--- src/rtl/tuple_hash_dispatcher.sv ---
// tuple_hash_dispatcher
//
// Front end of the partitioned hash join. Hashes the 32-bit join key of each
// 64-bit tuple with the murmur3 32-bit finalizer in a 3-stage stall-able
// pipeline. Build-relation results go to the hash table build port. Once the
// last build tuple has been accepted downstream, a one-cycle start_probing
// pulse is issued. Probe-relation results then go to the probe port.
//
// Ports:
//   clk, reset                      clock, synchronous active-high reset
//   s_tuple/s_valid/s_last/s_ready  input tuple stream (key = s_tuple[31:0])
//   tuple_build/hash_build/
//   input_valid_build/build_ready   build port, with backpressure
//   tuple_probe/hash_probe/
//   input_valid_probe               probe port, no backpressure
//   start_probing                   one-cycle pulse, build phase complete
//   build_count/probe_count         delivered tuple counters (wrapping)
//   done                            probe relation fully delivered (sticky)
module tuple_hash_dispatcher #(
    parameter logic [31:0] SEED      = 32'h0000_0000,
    parameter int unsigned CNT_WIDTH = 32
) (
    input  logic                 clk,
    input  logic                 reset,
    input  logic [63:0]          s_tuple,
    input  logic                 s_valid,
    input  logic                 s_last,
    output logic                 s_ready,
    output logic [63:0]          tuple_build,
    output logic [31:0]          hash_build,
    output logic                 input_valid_build,
    input  logic                 build_ready,
    output logic [63:0]          tuple_probe,
    output logic [31:0]          hash_probe,
    output logic                 input_valid_probe,
    output logic                 start_probing,
    output logic [CNT_WIDTH-1:0] build_count,
    output logic [CNT_WIDTH-1:0] probe_count,
    output logic                 done
);

    localparam logic [CNT_WIDTH-1:0] CntOne = {{(CNT_WIDTH-1){1'b0}}, 1'b1};

    typedef enum logic [2:0] {StBuild, StDrain, StPulse, StProbe, StDone} state_t;

    state_t state_q, state_d;

    // Pipeline stage registers; the probe bit records the phase a tuple
    // entered in so the output is steered to the matching port.
    logic        s1_valid, s1_last, s1_probe;
    logic [63:0] s1_tuple;
    logic [31:0] s1_hash;
    logic        s2_valid, s2_last, s2_probe;
    logic [63:0] s2_tuple;
    logic [31:0] s2_hash;
    logic        s3_valid, s3_last, s3_probe;
    logic [63:0] s3_tuple;
    logic [31:0] s3_hash;

    logic [CNT_WIDTH-1:0] build_count_q, probe_count_q;

    logic        advance, accept, build_xfer;
    logic [31:0] key_x, key_xs, mix1, s1_xs, mix2;

    // Hash datapath; products keep the low 32 bits.
    assign key_x  = s_tuple[31:0] ^ SEED;
    assign key_xs = key_x ^ (key_x >> 16);
    assign mix1   = key_xs * 32'h85EB_CA6B;
    assign s1_xs  = s1_hash ^ (s1_hash >> 13);
    assign mix2   = s1_xs * 32'hC2B2_AE35;

    assign input_valid_build = s3_valid & ~s3_probe;
    assign input_valid_probe = s3_valid & s3_probe;
    assign tuple_build       = s3_tuple;
    assign hash_build        = s3_hash;
    assign tuple_probe       = s3_tuple;
    assign hash_probe        = s3_hash;
    assign build_xfer        = input_valid_build & build_ready;
    assign build_count       = build_count_q;
    assign probe_count       = probe_count_q;
    assign start_probing     = (state_q == StPulse);
    assign done              = (state_q == StDone);
    assign accept            = s_valid & s_ready;

    always_comb begin
        advance = 1'b1;
        s_ready = 1'b0;
        state_d = state_q;
        unique case (state_q)
            StBuild: begin
                advance = ~s3_valid | build_ready;
                s_ready = advance;
                if (accept && s_last) state_d = StDrain;
            end
            StDrain: begin
                advance = ~s3_valid | build_ready;
                if (build_xfer && s3_last) state_d = StPulse;
            end
            StPulse: state_d = StProbe;
            StProbe: begin
                s_ready = 1'b1;
                if (input_valid_probe && s3_last) state_d = StDone;
            end
            StDone: state_d = StDone;
            default: state_d = StBuild;
        endcase
    end

    always_ff @(posedge clk) begin
        if (reset) begin
            state_q       <= StBuild;
            build_count_q <= '0;
            probe_count_q <= '0;
        end else begin
            state_q <= state_d;
            if (build_xfer)        build_count_q <= build_count_q + CntOne;
            if (input_valid_probe) probe_count_q <= probe_count_q + CntOne;
        end
    end

    // All stages shift together on advance and hold together otherwise, so a
    // stalled output register never loses or duplicates a tuple.
    always_ff @(posedge clk) begin
        if (reset) begin
            s1_valid <= 1'b0; s1_last <= 1'b0; s1_probe <= 1'b0;
            s1_tuple <= '0;   s1_hash <= '0;
            s2_valid <= 1'b0; s2_last <= 1'b0; s2_probe <= 1'b0;
            s2_tuple <= '0;   s2_hash <= '0;
            s3_valid <= 1'b0; s3_last <= 1'b0; s3_probe <= 1'b0;
            s3_tuple <= '0;   s3_hash <= '0;
        end else if (advance) begin
            s1_valid <= accept;
            s1_last  <= s_last;
            s1_probe <= (state_q == StProbe);
            s1_tuple <= s_tuple;
            s1_hash  <= mix1;
            s2_valid <= s1_valid;
            s2_last  <= s1_last;
            s2_probe <= s1_probe;
            s2_tuple <= s1_tuple;
            s2_hash  <= mix2;
            s3_valid <= s2_valid;
            s3_last  <= s2_last;
            s3_probe <= s2_probe;
            s3_tuple <= s2_tuple;
            s3_hash  <= s2_hash ^ (s2_hash >> 16);
        end
    end

endmodule

--- config.mk ---
export PLATFORM = sky130hd
export DESIGN_NAME = tuple_hash_dispatcher
export DESIGN_NICKNAME = d
export VERILOG_FILES = /design/src/rtl/tuple_hash_dispatcher.sv
export SDC_FILE = /design/constraint.sdc
export NUM_CORES = 2
export LEC_CHECK = 0
export ABC_AREA = 1
export CORE_MARGIN = 1
export CORE_UTILIZATION = 40
export CTS_BUF_LIST = sky130_fd_sc_hd__clkbuf_16
export DETAILED_ROUTE_END_ITERATION = 8
export SLEW_MARGIN = 20
export SYNTH_ARGS = -nofsm -noshare
export SYNTH_HDL_FRONTEND = slang
export SYNTH_SLANG_ARGS = --single-unit
--- constraint.sdc ---
create_clock -name clk -period 19.8 [get_ports clk]
set_input_delay 1.98 -clock clk [delete_from_list [all_inputs] [get_ports clk]]
set_output_delay 1.98 -clock clk [all_outputs]
set_load 0.05 [all_outputs]
# Yosys cells after proc, flatten, opt, wreduce, memory -nomap -nowiden
# Cells that the tools add are included.
# word_totals
regBits	364
in_bits	69
output_inout_bits	261
word_cells	51
# classes
add_sub_neg	2
multipliers	2
eq_ne	7
n_mux	6
n_bitwise	10
reduce_logical	6
# ops
op	n
$add A32 B1 Y32 const B	2
$xor A32 B16 Y32	2
$mul A32 B31 Y32 const B	1
$mul A32 B32 Y32 const B	1
$xor A32 B19 Y32	1
$pmux W3 S5	1
$mux W3	3
$eq A3 B2 Y1 const B	2
$ne A2 B2 Y1 const B	3
$and A1 B1 Y1	4
$eq A3 B1 Y1 const B	1
$eq A3 B3 Y1 const B	1
$logic_and A1 B1 Y1	3
$logic_not A3 Y1	1
$reduce_and A3 Y1	1
$not A1 Y1	2
$pmux W1 S2	1
$reduce_or A2 Y1	1
$mux W1	1
$or A1 B1 Y1	1

# Depth between registers and ports, before layout
# depth
ltp_word	7
depth_mapped	36
ltp_nobuf	36

# Least setup slack after synthesis
# OpenSTA, ideal clock, no wires.
# synth_timing
kind	input port to flip-flop
from	input s_tuple[10]
to	register s1_hash[31]
setup_ns	0.109
t_arrival_ns	7.957
t_required_ns	19.691
setup_slack_ns	11.734
path_stages	27
n_path_buf	0
path_cell_list	xnor2_1 -> inv_1 -> ha_1 -> inv_1 -> fa_1 -> fa_1 -> inv_1 -> fa_1 -> inv_1 -> fa_1 -> inv_1 -> fa_1 -> fa_1 -> inv_1 -> fa_1 -> inv_1 -> ha_1 -> nand2_1 -> nor3_1 -> nand2_1 -> or2_2 -> nand3_1 -> inv_1 -> nand2_1 -> nand3_1 -> nand2_1 -> inv_1
# synth_via
elab_chain_cells	2
# synth_lines
element	line_no	source
start, declared	25	input logic [63:0] s_tuple,
$xor A32 B16 Y32	67	assign key_xs = key_x ^ (key_x >> 16);
$mul A32 B32 Y32	68	assign mix1 = key_xs * 32'h85EB_CA6B;
end signal, assigned	136	s1_hash <= mix1;
end, declared	52	logic [31:0] s1_hash;
# Every way passes these cells.
# A chain may end at the register's enable or synchronous reset.

# Worst setup path in the final report
# layout_timing
from	input s_tuple[20]
to	register s1_hash[25]
# Same word-level chain as after synthesis.

==> summary by stage <==
Worst setup path
The critical path capture point type is a flip-flop. The number of stages on the worst setup path is 29. The reg-to-reg critical path endpoint is s2_hash[20]. The end of the critical path is s1_hash[25]. The register-to-register path setup slack is 12,040 ps.

Of all nets on the critical path, the largest fanout is 7. In this design, the largest share of critical-path delay is due to adder cells. The critical path contains buffers and inverters numbering 9 combined. The worst setup path is launched from an input port. The source of the critical timing path is s_tuple[20]. The worst endpoint required time is 20,300 ps. Among all stages on the critical path, the largest delay is contributed by sky130_fd_sc_hd__xor2_1. The number of cells traversed by the worst register-to-register path is 27.

The worst setup path is of the input port to flip-flop kind. The worst flop-to-flop path startpoint is s1_hash[20]. The data arrival time of the worst path is 9600 ps. The cell that appears most often on the critical path is sky130_fd_sc_hd__inv_1. On the worst path, the slowest cell contributes a delay of 730 ps.

Placement
Routability-driven placement finished with a final weighted congestion of 0.957. The placed wire-length estimate after detailed placement is 78,400 um. The count of buffers inserted at the top-level ports is 329.

Global routing
The pin count of the biggest net entering global routing is 201. The number of antenna violations at the first check in global routing came to 3. The number of global-route vias before repair came to 26,000. The first-pass GRT wire length is 148,000 um. The remaining global-route overflow is 0. Across every metal layer, demand over resource in global routing totals 22.9%.

Synthesis
A synthesized cell averages 8.21 um2. Sequential elements use 22.0% of the synthesized area. The summed instance area of the synthesized netlist is 33,100 um2.

The gate count after technology mapping is 4,028. For this run, asynchronously set or reset flops after synthesis account for 0%. Synthesis inferred 364 register bits. The number of enable-type register cells in the synthesized netlist is 0. The Yosys warning count is 0. The count of cell types in the netlist is 53. The number of nets handed over by synthesis was 4,860. In the synthesized netlist the dominant register cell turns out to be sky130_fd_sc_hd__dfxtp_1.

Drt
The detailed-route via count is 25,700. The number of iterations in the first detailed-routing pass is 6. The number of nets with antenna violations after routing is 0.

After detailed routing, the number of remaining DRC violations is 0. The average vias per placed instance is 4.83. The final routed wire length divided by cell count is 18.0 um. After the first detailed-routing iteration, the DRC count stood at 1,607.

After detailed routing, the total wire length is 95,500 um.

Clock network
The number of hold buffers added after CTS was 0. TritonCTS built the clock tree. Clock tree synthesis inserted a total of 41 buffers. The number of cells upsized or downsized after cts is 0. The later pin in the worst-skew pair is clocked with a latency of 580 ps.

The longest clock path from root to sink contains 3 buffers. In this run the number of H-tree levels came out at 2. The clock net in this run drives a total of 364 sinks. The post-CTS setup-driven buffer insertion count is 0. The clock tree root driver cell is sky130_fd_sc_hd__clkbuf_16.

The clock edge transition at the registers on the reported setup and hold paths is 60 ps.

Timing
The setup skew after layout is 27.9 ps. Counting I/O delays and the setup requirement, the final critical path takes 9110 ps. The number of setup violations in the final report is 0. At the pin with the least slew margin, the transition time is 1020 ps. After routing, the total negative slack on setup checks comes to 0 ps. Setup repair after global routing left no endpoint under its margin. The max-slew headroom at the worst pin is 32.0%. The maximum clock rate is 0.110 GHz.

The number of max-slew violations in the final report is 0. The final count of hold timing violations is 0. The final critical-path share of the clock period is 46.0%.

Floorplan
The floorplan step set the die height to 290 um. The initial utilization of the core area, before any placement, comes to 40.3%. 330 I/O pins were placed. The floorplan step defined a die boundary enclosing 83,800 um2.

The area of the placeable core is 82,000 um2. The floorplan die width is 290 um. The floorplan has 105 rows.

Cells and area
In the final layout, the share of cells above drive strength 1 is 2.71%. The final net count is 5,046. The relative area change from synthesis to final layout is 15.0%.

Status
The flow ran to the end, and the final reports show no timing, DRC or antenna violations.

Worst hold path
The min-delay analysis places its worst path in the category flip-flop to flip-flop. In this run the most critical hold path is launched from s2_valid.

Run
The max-capacitance violation count is 0.
-- Yosys cell counts (all sizes together), types with 7 or more instances --
cell	count	share of area, %
inv	856	9.7
nand4	26	0.54
o211ai	24	0.54
xor2	66	1.7
buf	115	2.4
o21a	11	0.25
clkbuf	86	0.98
nor3	41	0.77
xnor2	57	1.5
a21oi	140	2.1
nand2	379	4.4
nor2	586	6.8
dfxtp	364	22
o21bai	28	0.64
nor4	11	0.23
nand3	78	1.2
nand3b	8	0.18
or2	8	0.15
a21o	7	0.16
ha	376	14
fa	387	23
o21ai	336	5.1
-- worst min-delay path: cells and delay by family, from the launching register on --
kind | cells | cell delay, ps
DFF | 1 | 290
AOI/OAI and AO/OA | 1 | 50
buffers and inverters | 1 | 60
-- flip-flops by register name (all words and copies together), names as in the netlist, 3 cells and up --
signal,flops
build_count,32
probe_count,32
tuple_build,64
s2_tuple,64
s1_hash,32
hash_build,32
s1_tuple,64
state_q,3
s2_hash,32
-- logic make-up after synthesis --
kind of cell	after synthesis	share of synthesized area, %
buffers and inverters	1059	13.1
xor gates and xnor gates	123	3.26
AOI/OAI and AO/OA	571	9.39
DFF	364	22.0
and+or+nand+nor	1148	14.5
adders and majority gates	763	37.7
-- cells in the final DEF (no fill, tap or decap), drive strengths merged, types with 57 or more instances in the layout --
master,count
a21oi,140
clkdlybuf4s50,328
dfxtp,364
fa,387
ha,376
inv,868
nand2,379
nand3,78
nor2,586
o21ai,336
xnor2,57
xor2,66
-- layer usage --
layer	track usage, %	part of all wire [%]
met5	0	0.014
met4	6.27	2.8
met3	3.79	5.3
met2	37.4	46
met1	31.4	46
-- area by class of cell --
type                       count  area, um2
fill                        8139      44000
sequential                   364       7290
antenna                        3       7.51
multi-input combinational   2605      21400
inverter                     858       3240
clock buffer                  41       1030
clock inverter                32        278
tap                         1070       1340
timing repair buffer         344       3400
-- worst min path at each step --
stage / end / slack (ps) / cells past startpoint
after global placement: s2_valid / 440 / 2
after global routing: s2_valid / 490 / 2
after CTS: s2_valid / 460 / 2
after floorplan: s2_valid / 430 / 2
final: s2_valid / 450 / 2
after detailed placement: s2_valid / 450 / 2
-- metrics by stage --
stage	cell area [um2]	instances	setup slack [ps]	hold slack [ps]	utilization, %
floorplan	33100	4028	11730	430	-
global placement	36700	5241	10360	441	44.8
detailed placement	36700	5241	10230	449	44.8
CTS	38000	5314	10820	458	46.4
global route	38000	5315	10320	490	46.4
finish	38000	5317	10690	453	46.4
Power is left out: the tool's default activity adds up to more than one toggle a clock period on the data nets, which glitch-free logic cannot reach.
